`config.mk`:
```
export PLATFORM = sky130hd
export DESIGN_NAME = fetch_stage_flat
export DESIGN_NICKNAME = d
export VERILOG_FILES = /design/src/rtl/fetch_if.sv /design/src/rtl/fetch_stage.sv /design/src/flat_wrapper.sv
export SDC_FILE = /design/constraint.sdc
export NUM_CORES = 1
export LEC_CHECK = 0
export CORE_ASPECT_RATIO = 0.75
export CORE_MARGIN = 3
export CORE_UTILIZATION = 49
export CTS_CLUSTER_DIAMETER = 40
export CTS_CLUSTER_SIZE = 14
export DETAILED_ROUTE_END_ITERATION = 16
export HOLD_SLACK_MARGIN = 0.05
export PLACE_DENSITY = 0.85
export SYNTH_ARGS = -nofsm -noshare
export SYNTH_HDL_FRONTEND = slang
export SYNTH_SLANG_ARGS = --single-unit
```
`constraint.sdc`:
```
create_clock -name clk -period 3.3 [get_ports clk]
set_input_delay 0.33 -clock clk [delete_from_list [all_inputs] [get_ports clk]]
set_output_delay 0.33 -clock clk [all_outputs]
set_load 0.03 [all_outputs]
```
`src/rtl/fetch_if.sv`:
```
// Fetch-stage bus: instruction-memory port, decode/execute control inputs and the IF/ID register outputs.
interface fetch_if;
    logic [31:0] imem_addr;
    logic [31:0] imem_instr;
    logic        stall;
    logic        flush;
    logic        redirect_valid;
    logic [31:0] redirect_pc;
    logic        if_id_valid;
    logic [31:0] if_id_pc;
    logic [31:0] if_id_pc_plus4;
    logic [31:0] if_id_instr;
    logic        redirect_misaligned;
    logic [31:0] fetch_count;

    modport master (
        output imem_addr, if_id_valid, if_id_pc, if_id_pc_plus4, if_id_instr,
               redirect_misaligned, fetch_count,
        input  imem_instr, stall, flush, redirect_valid, redirect_pc
    );

    modport slave (
        input  imem_addr, if_id_valid, if_id_pc, if_id_pc_plus4, if_id_instr,
               redirect_misaligned, fetch_count,
        output imem_instr, stall, flush, redirect_valid, redirect_pc
    );
endinterface

```
`src/rtl/fetch_stage.sv`:
```
// RV32 instruction-fetch stage: owns the PC, reads the combinational instruction memory and
// loads the IF/ID register, with redirect > flush > stall > advance priority.
module fetch_stage #(
    parameter logic [31:0] RESET_PC  = 32'h0000_0000,
    parameter logic [31:0] NOP_INSTR = 32'h0000_0013
) (
    input  logic   clk,
    input  logic   rst,
    fetch_if.master bus
);
    logic [31:0] pc_q, pc_d;
    logic        vld_q, vld_d;
    logic [31:0] id_pc_q, id_pc_d;
    logic [31:0] id_pc4_q, id_pc4_d;
    logic [31:0] id_instr_q, id_instr_d;
    logic        misal_q, misal_d;
    logic [31:0] cnt_q, cnt_d;

    always_comb begin
        pc_d       = pc_q;
        vld_d      = vld_q;
        id_pc_d    = id_pc_q;
        id_pc4_d   = id_pc4_q;
        id_instr_d = id_instr_q;
        misal_d    = 1'b0;
        cnt_d      = cnt_q;
        if (bus.redirect_valid) begin
            // The target is forced word-aligned; the dropped low bits are only reported.
            pc_d       = {bus.redirect_pc[31:2], 2'b00};
            vld_d      = 1'b0;
            id_instr_d = NOP_INSTR;
            misal_d    = |bus.redirect_pc[1:0];
        end else if (bus.flush) begin
            vld_d      = 1'b0;
            id_instr_d = NOP_INSTR;
        end else if (!bus.stall) begin
            vld_d      = 1'b1;
            id_pc_d    = pc_q;
            id_pc4_d   = pc_q + 32'd4;
            id_instr_d = bus.imem_instr;
            pc_d       = pc_q + 32'd4;
            cnt_d      = cnt_q + 32'd1;
        end
    end

    always_ff @(posedge clk) begin
        if (rst) begin
            pc_q       <= RESET_PC;
            vld_q      <= 1'b0;
            id_pc_q    <= 32'd0;
            id_pc4_q   <= 32'd0;
            id_instr_q <= NOP_INSTR;
            misal_q    <= 1'b0;
            cnt_q      <= 32'd0;
        end else begin
            pc_q       <= pc_d;
            vld_q      <= vld_d;
            id_pc_q    <= id_pc_d;
            id_pc4_q   <= id_pc4_d;
            id_instr_q <= id_instr_d;
            misal_q    <= misal_d;
            cnt_q      <= cnt_d;
        end
    end

    assign bus.imem_addr           = pc_q;
    assign bus.if_id_valid         = vld_q;
    assign bus.if_id_pc            = id_pc_q;
    assign bus.if_id_pc_plus4      = id_pc4_q;
    assign bus.if_id_instr         = id_instr_q;
    assign bus.redirect_misaligned = misal_q;
    assign bus.fetch_count         = cnt_q;
endmodule

```
`src/flat_wrapper.sv`:
```
// flat-port wrapper written by rule: the top's interface ports become plain ports
module fetch_stage_flat 
#(
    parameter logic [31:0] RESET_PC  = 32'h0000_0000,
    parameter logic [31:0] NOP_INSTR = 32'h0000_0013
)
  (clk, rst, bus_imem_addr, bus_if_id_valid, bus_if_id_pc, bus_if_id_pc_plus4, bus_if_id_instr, bus_redirect_misaligned, bus_fetch_count, bus_imem_instr, bus_stall, bus_flush, bus_redirect_valid, bus_redirect_pc);
  fetch_if bus_i ();
  input  logic clk;
  input  logic rst;
  output wire logic [$bits(bus_i.imem_addr)-1:0] bus_imem_addr;
  output wire logic [$bits(bus_i.if_id_valid)-1:0] bus_if_id_valid;
  output wire logic [$bits(bus_i.if_id_pc)-1:0] bus_if_id_pc;
  output wire logic [$bits(bus_i.if_id_pc_plus4)-1:0] bus_if_id_pc_plus4;
  output wire logic [$bits(bus_i.if_id_instr)-1:0] bus_if_id_instr;
  output wire logic [$bits(bus_i.redirect_misaligned)-1:0] bus_redirect_misaligned;
  output wire logic [$bits(bus_i.fetch_count)-1:0] bus_fetch_count;
  input wire logic [$bits(bus_i.imem_instr)-1:0] bus_imem_instr;
  input wire logic [$bits(bus_i.stall)-1:0] bus_stall;
  input wire logic [$bits(bus_i.flush)-1:0] bus_flush;
  input wire logic [$bits(bus_i.redirect_valid)-1:0] bus_redirect_valid;
  input wire logic [$bits(bus_i.redirect_pc)-1:0] bus_redirect_pc;
  assign bus_imem_addr = bus_i.imem_addr;
  assign bus_if_id_valid = bus_i.if_id_valid;
  assign bus_if_id_pc = bus_i.if_id_pc;
  assign bus_if_id_pc_plus4 = bus_i.if_id_pc_plus4;
  assign bus_if_id_instr = bus_i.if_id_instr;
  assign bus_redirect_misaligned = bus_i.redirect_misaligned;
  assign bus_fetch_count = bus_i.fetch_count;
  assign bus_i.imem_instr = bus_imem_instr;
  assign bus_i.stall = bus_stall;
  assign bus_i.flush = bus_flush;
  assign bus_i.redirect_valid = bus_redirect_valid;
  assign bus_i.redirect_pc = bus_redirect_pc;
  fetch_stage #(.RESET_PC(RESET_PC), .NOP_INSTR(NOP_INSTR)) u_core (.clk(clk), .rst(rst), .bus(bus_i));
endmodule
```
* After elaboration in Yosys (flattened, before gate mapping)
Index checks and enable logic that the tools add are counted.
Widths: inputs -> output; s select.
** Storage, ports and cells
- Flip-flop bits (word level) :: 162
- Word-level logic and storage cells :: 25
** Cells by class
- Mux-type cells :: 3
- Eq/ne operators :: 2
- Add/sub/neg operators :: 2
- Reduce and logical (&&, ||, !) cells :: 7
- Bitwise gates (word level) :: 3
** Operators with widths (number)
- $mux 32 :: 3
- $add 32x1->32 const B :: 1
- $add 32x3->32 const B :: 1
- $reduce_or 2->1 :: 3
- $ne 2x1->1 const B :: 2
- $reduce_and 2->1 :: 2
- $not 1->1 :: 3
- $reduce_and 3->1 :: 1
- $reduce_or 3->1 :: 1

* Logic depth before layout (Yosys ltp)
Gate-level depths: netlist of the first run.
- Depth after elaboration :: 4
- Gate-level depth with buffers :: 7

* Least setup slack after synthesis of the first run
Ideal clock, no wire load.
- Path type :: register to register
- From :: register u_core.pc_q[2], in the netlist u_core.bus.imem_addr[2]
- To :: register u_core.id_pc4_q[20], in the netlist u_core.bus.if_id_pc_plus4[20]
- Slack :: 1036 ps
- Stages on the path, launching flop included :: 7
- Path buffers :: 0
- Data arrival time :: 2185 ps
- Data required time :: 3221 ps
- Path through :: dfxtp_1 ha_1 nand3_1 or4_4 or2_1 xor2_1 a211oi_2
** Between the ends
- Cells in the longest elaborated chain, start to end :: 1
** RTL lines
- start, declared :: line fetch_stage.sv:11 : logic [31:0] pc_q, pc_d;
- start signal, assigned :: line fetch_stage.sv:56 : pc_q <= pc_d;
- $add 32x3->32 :: line fetch_stage.sv:39 : id_pc4_d = pc_q + 32'd4;
- end signal, assigned :: line fetch_stage.sv:59 : id_pc4_q <= id_pc4_d;
- end, declared :: line fetch_stage.sv:14 : logic [31:0] id_pc4_q, id_pc4_d;
Every way passes these cells.
A chain may end at the register's enable or synchronous reset.

* Worst setup path in the final report of the first run
- From :: register u_core.pc_q[2], in the netlist u_core.bus.imem_addr[2]
- To :: register u_core.pc_q[30], in the netlist u_core.bus.imem_addr[30]
** Between the ends
- Cells in the longest elaborated chain, start to end :: 4
** RTL lines
- $add 32x3->32 :: line fetch_stage.sv:41 : pc_d = pc_q + 32'd4;
- $mux 32 :: line fetch_stage.sv:36 : end else if (!bus.stall) begin
- $mux 32 :: line fetch_stage.sv:33 : end else if (bus.flush) begin
- $mux 32 :: line fetch_stage.sv:27 : if (bus.redirect_valid) begin
Every way passes these cells. The select of a mux whose other input is x is not followed.

==> impl_results.md, run 1 <==
* Power per cell area at 494 nW/um^2
* Initial DRC count at 437
* Drt wl/cell at 17.3 um
* Worst Path Buf+Inv at 0
* Setup TNS at 0 ns
* Worst-path maximum fanout at 8
* Skew final at 0.0113 ns
* Setup Buffers After CTS at 0
* Post-DP HPWL at 14500 um
* Critical setup path kind: flop to flop
* Grt total ovfl at 0
* Synth top area cells: dfxtp_1, nor2_1, nand2_1, xnor2_1, mux2i_1
* Die X at 142 um
* FF+latch count, synth at 156
* Final setup vio count at 0
* Tmin final at 2.41 ns
* Worst hold path type: primary input to flop
* PostCTS Resize Cnt at 0
* CTS Buf Count at 17
* Fin nets at 1070
* Total GRT Usage at 25.5%
* Max Slew Vio Count at 0
* CP max stage delay at 0.71 ns
* Die ar. at 15400 sq um
* Cell at the slowest stage of the critical path: nor4_2
* CP Capture Type: flop
* CP arrival at 2.66 ns
* Vias at 6525
* Mapped Area at 6830 sq um
* Initial core utilization at 51.4%
* # rows at 36
* Gp weighted congestion at 0.933
* I/O Pins at 231
* Area leader, netlist: dfxtp_1
* CP top delay family: simple AND/OR/NAND/NOR gates
* Peak supply drop at 0.342 mV
* Routed vias/inst at 5.52
* Primary FF master, synth: dfxtp_1
* Vias in the first global route at 6158
* Yosys top cell area share at 45.7%
* MaxCap Viol Count at 0
* Clock transition at path regs at 0.06 ns
* Register area share after synthesis at 45.7%
* Clock Latency Late Sink at 0.41 ns
* Most common cell in the netlist: dfxtp_1
* Final Hold Viols at 0
* Fin Hold WS at 0.122 ns
* Cell variety after synth at 44
* Startpoint types: flop
* Synth cell count leaders: dfxtp_1, nor2_1, nand2_1
* Worst slew pin tran at 0.813 ns
* Crit path cell chain: ha_1, nand3_1, nor4_2, a31oi_1, o21ai_0, a21oi_1
* P_leak at 0.00338 uW
* CTS Buffer Depth at 2
* P&R area growth vs syn at 42.9%
* Status: complete, no violations
* DRC viols at 0
* Worst relative slew slack at 45.7%
* CORE AREA at 13300 sq um
* DRT antenna net count at 0
* Largest net degree at the start of global routing at 75
* Initial antenna violation count at 0
* CTS tree: yes
* Root buf cell: clkbuf_16
* Synth warn at 0
* Routed wire length at 20400 um
* Fill cell count at 950
* Clock Sinks at 156
* Die Ht at 108 um
* H-tree levels at 4
* Post-synth EDFFs at 0
* Ant. Diodes at 0
* Syn_area_per_cell at 8.49 sq um
* First-pass GRT wire length at 31500 um
* Port Buffers at 224
* Cell count after synthesis at 804
* FFs w/ async S/R, synth at 0%
* RSZ-0062 raised after global routing: false
* Share of layout cells above drive strength 1 at 5.84%
* FMAX at 415 MHz
* Fin crit share at 73.1%
* DRT Pass-1 Iters at 5
* Required time worst endpoint at 3.55 ns
* CTS Hold Bufs at 0
kinds of logic after synthesis:
family	Yosys count	synth area share, %
AOI/OAI and AO/OA	109	10.4
muxes	31	4.54
adders and majority gates	2	0.366
xor gates and xnor gates	73	9.36
other	1	0.0549
DFF	156	45.7
and+or+nand+nor	358	24.6
buffers and inverters	74	4.98
sequential cells by signal (all words and copies together) (netlist names):
register	flops
u_core.bus.if_id_instr	32
u_core.bus.if_id_valid	1
u_core.bus.fetch_count	32
u_core.bus.if_id_pc	30
u_core.bus.redirect_misaligned	1
u_core.bus.if_id_pc_plus4	30
u_core.bus.imem_addr	30
metrics by stage:
step / total power (uW) / cell area [sq um] / setup WS [ns] / utilization [%] / cells
floorplan: 2360 / 6850 / 1.04 / - / 809
global placement: 2600 / 9090 / 0.782 / 68.4 / 1151
detailed placement: 2610 / 9090 / 0.717 / 68.4 / 1151
CTS: 4840 / 9760 / 0.932 / 73.4 / 1182
global route: 4970 / 9760 / 0.814 / 73.4 / 1182
finish: 4820 / 9760 / 0.889 / 73.4 / 1182
cells in the final DEF (no fill, tap or decap), types with 4 or more instances in the layout:
master,Yosys,layout
nand4_1,23,23
conb_1,1,6
nor3_1,14,13
buf_4,14,14
nor4_1,13,13
or3_1,10,10
dfxtp_1,156,156
nor2_1,127,127
a211oi_1,37,37
bufinv_16,0,6
o21ai_0,8,8
inv_1,7,7
nand3_1,33,33
xor2_1,35,35
mux2i_1,31,31
a311oi_1,4,4
xnor2_1,38,38
and3_1,14,14
a21oi_1,47,47
clkdlybuf4s50_1,0,222
nand2_1,98,98
clkbuf_16,0,17
and4_1,8,8
path summary, 6_finish.rpt:
kind,cells past startpoint,from,end,slack [ns]
min,2,rst,u_core.bus.if_id_pc_plus4[20],0.12
max,6,u_core.bus.imem_addr[2],u_core.bus.imem_addr[30],0.89
max reg2reg,6,u_core.bus.imem_addr[2],u_core.bus.imem_addr[30],0.89
min reg2reg,2,u_core.bus.if_id_pc[20],u_core.bus.if_id_pc[20],0.45
layout make-up:
cell class              count  area (sq um)  area share, %
clock buffers              19           433           4.44
repair buffers            237          2330           23.9
multi-input cells         579          3390           34.7
well taps                 171           214           2.19
flip-flops and latches    156          3120           32.0
inverters                   8          30.0          0.308
clock inverters            12           234           2.40
power by group:
group / internal (uW) / switching [uW]
combinational: 249 / 308
sequential: 1940 / 76.8
clock: 1430 / 813
total: 3620 / 1200
routing by layer:
layer  GRT usage, %  routed length (um)  vias up
met4           6.45                 307        0
met5              0                   0        -
met2           41.5                9360      308
li1               -                   -     3139
met1           32.8                8690     3043
met3           8.75                2040       35
(Power assumes the default switching activity.)
==> run 2: changes to the inputs <==
Settings changed: CORE_UTILIZATION 49 to 41, PLACE_DENSITY 0.85 to 0.76.
Clock period 3.3 ns to 2.1 ns, I/O delays scaled along.
==> run 2 against run 1 <==
Count of clock-buffer cells in the layout rose by 2. Combinational power rose by 78%. Worst setup slack got worse by 0.77 ns. Clock skew fell by 0.0018 ns. Sequential power rose by 54%. Utilization fell by 11 points. Critical endpoint is now u_core.bus.if_id_pc_plus4[20].
==> impl_results.md, run 2 (synthesis results as in run 1) <==
* Status: complete, no violations
* Root buf cell: clkbuf_16
* PostCTS Resize Cnt at 0
* Final Instance Area at 10100 sq um
* Port Buffers at 224
* Grt total ovfl at 0
* Skew final at 0.00954 ns
* Final setup vio count at 0
* Initial DRC count at 475
* Critical setup path kind: flop to flop
* Clock Latency Late Sink at 0.42 ns
* Setup Buffers After CTS at 0
* Clock Power Share at 41.2%
* Total power at 6970 uW
* Worst slew pin tran at 0.558 ns
* # rows at 40
* Tmin final at 1.98 ns
* P_leak at 0.00357 uW
* CORE AREA at 16200 sq um
* Routed vias/inst at 5.18
* CTS tree: yes
* Commonest non-fill, non-tap cell in the layout: clkdlybuf4s50_1
* Final Hold Viols at 0
* CTS Buf Count at 17
* Pint at 5150 uW
* Startpoint types: flop
* Drt wl/cell at 16.4 um
* DRC viols at 0
* Peak supply drop at 0.609 mV
* Ant. Diodes at 0
* CTS Buffer Depth at 2
* Initial core utilization at 42.2%
* Clock Sinks at 156
* Share of layout cells above drive strength 1 at 10.1%
* Die X at 155 um
* Vias at 6567
* Comb pwr share at 14.2%
* Required time worst endpoint at 2.44 ns
* MaxCap Viol Count at 0
* Cell Count Post-Placement at 1236
* Max Slew Vio Count at 0
* Utilization after layout at 62.2%
* Met1 usage at 30.1%
* CTS Hold Bufs at 0
* Sequential power share at 44.6%
* Hold path depth at 3
* CP arrival at 2.32 ns
* Largest net degree at the start of global routing at 125
* Post-DP HPWL at 15100 um
* Most frequent cells in the layout: clkdlybuf4s50_1, dfxtp_1, nor2_1
* Worst relative slew slack at 62.8%
* DRT antenna net count at 0
* Total GRT Usage at 22.7%
* Worst hold path type: primary input to flop
* Fill cell count at 1435
* Power per cell area at 693 nW/um^2
* Routed wire length at 20800 um
* Met3 usage at 8.64%
* DRT Pass-1 Iters at 5
* I/O Pins at 231
* FMAX at 505 MHz
* Sw power at 1820 uW
* CP Capture Type: flop
* M2 GR Usage at 34.0%
* RSZ-0062 raised after global routing: false
* Placed instance area at 9510 sq um
* Die ar. at 18300 sq um
* Clock transition at path regs at 0.06 ns
* Worst-path maximum fanout at 5
* H-tree levels at 4
* P&R area growth vs syn at 47.3%
* Switching part of the total power at 26.2%
* Die Ht at 118 um
* Vias in the first global route at 6170
* Gp weighted congestion at 0.866
* Setup TNS at 0 ns
* First-pass GRT wire length at 33200 um
* Fin nets at 1116
* Fin crit share at 94.3%
* Most crowded layer after global routing: met2
* R2R depth at 6
* Initial antenna violation count at 1
* Finished Layout Cells at 1268
-- run 2: changes by cell type in the layout (fill, tap and decap cells not counted), sizes merged --
cell,previous run,this run
bufinv,6,1
inv,12,8
buf,15,61
clkinv,1,8
clkbuf,19,21
clkinvlp,1,2
-- run 2: worst paths after layout --
path                                 from                            end  slack, ns
setup / recovery  u_core.bus.imem_addr[2]  u_core.bus.if_id_pc_plus4[20]       0.12
hold / removal                        rst     u_core.bus.if_id_instr[25]       0.35
setup reg to reg  u_core.bus.imem_addr[2]  u_core.bus.if_id_pc_plus4[20]       0.12
hold reg to reg   u_core.bus.if_id_pc[17]        u_core.bus.if_id_pc[17]       0.45
-- run 2: layout make-up --
cell class | count | area [sq um] | area share (%)
clock inverters | 11 | 96.3 | 0.958
well taps | 210 | 263 | 2.61
flip-flops and latches | 156 | 3130 | 31.1
multi-input cells | 579 | 3390 | 33.7
clock buffers | 21 | 450 | 4.48
repair buffers | 283 | 2700 | 26.9
inverters | 8 | 30.0 | 0.299
-- run 2: metrics by stage --
stage / hold slack [ns] / setup WS (ns)
2_1_floorplan: 0.353 / 0.00185
3_3_place_gp: 0.437 / 0.0774
3_5_place_dp: 0.446 / 0.0489
4_1_cts: 0.332 / 0.0590
5_1_grt: 0.343 / 0.0210
6_report: 0.351 / 0.119
-- run 2: worst max-delay path, cell delays in order, from the launching register on --
cell and delay, ns:
dfxtp_2 0.33, ha_1 0.22, nand3_1 0.17, or4_4 0.56, or2_1 0.26, xor2_1 0.16, a211oi_2 0.21
-- run 2: routing by layer --
layer	vias up	routed length, um
met5	-	13
met4	2	294
met3	26	2080
met2	243	9280
met1	3062	9160
li1	3234	-
-- run 2: power by group through the flow --
stage                     Combinational, uW  Clock [uW]  Sequential, uW
after floorplan                         351           0            3360
after global placement                  990           0            3170
after detailed placement                995           0            3170
after CTS                               999        2930            3110
after global routing                   1060        3070            3120
final                                   993        2870            3110
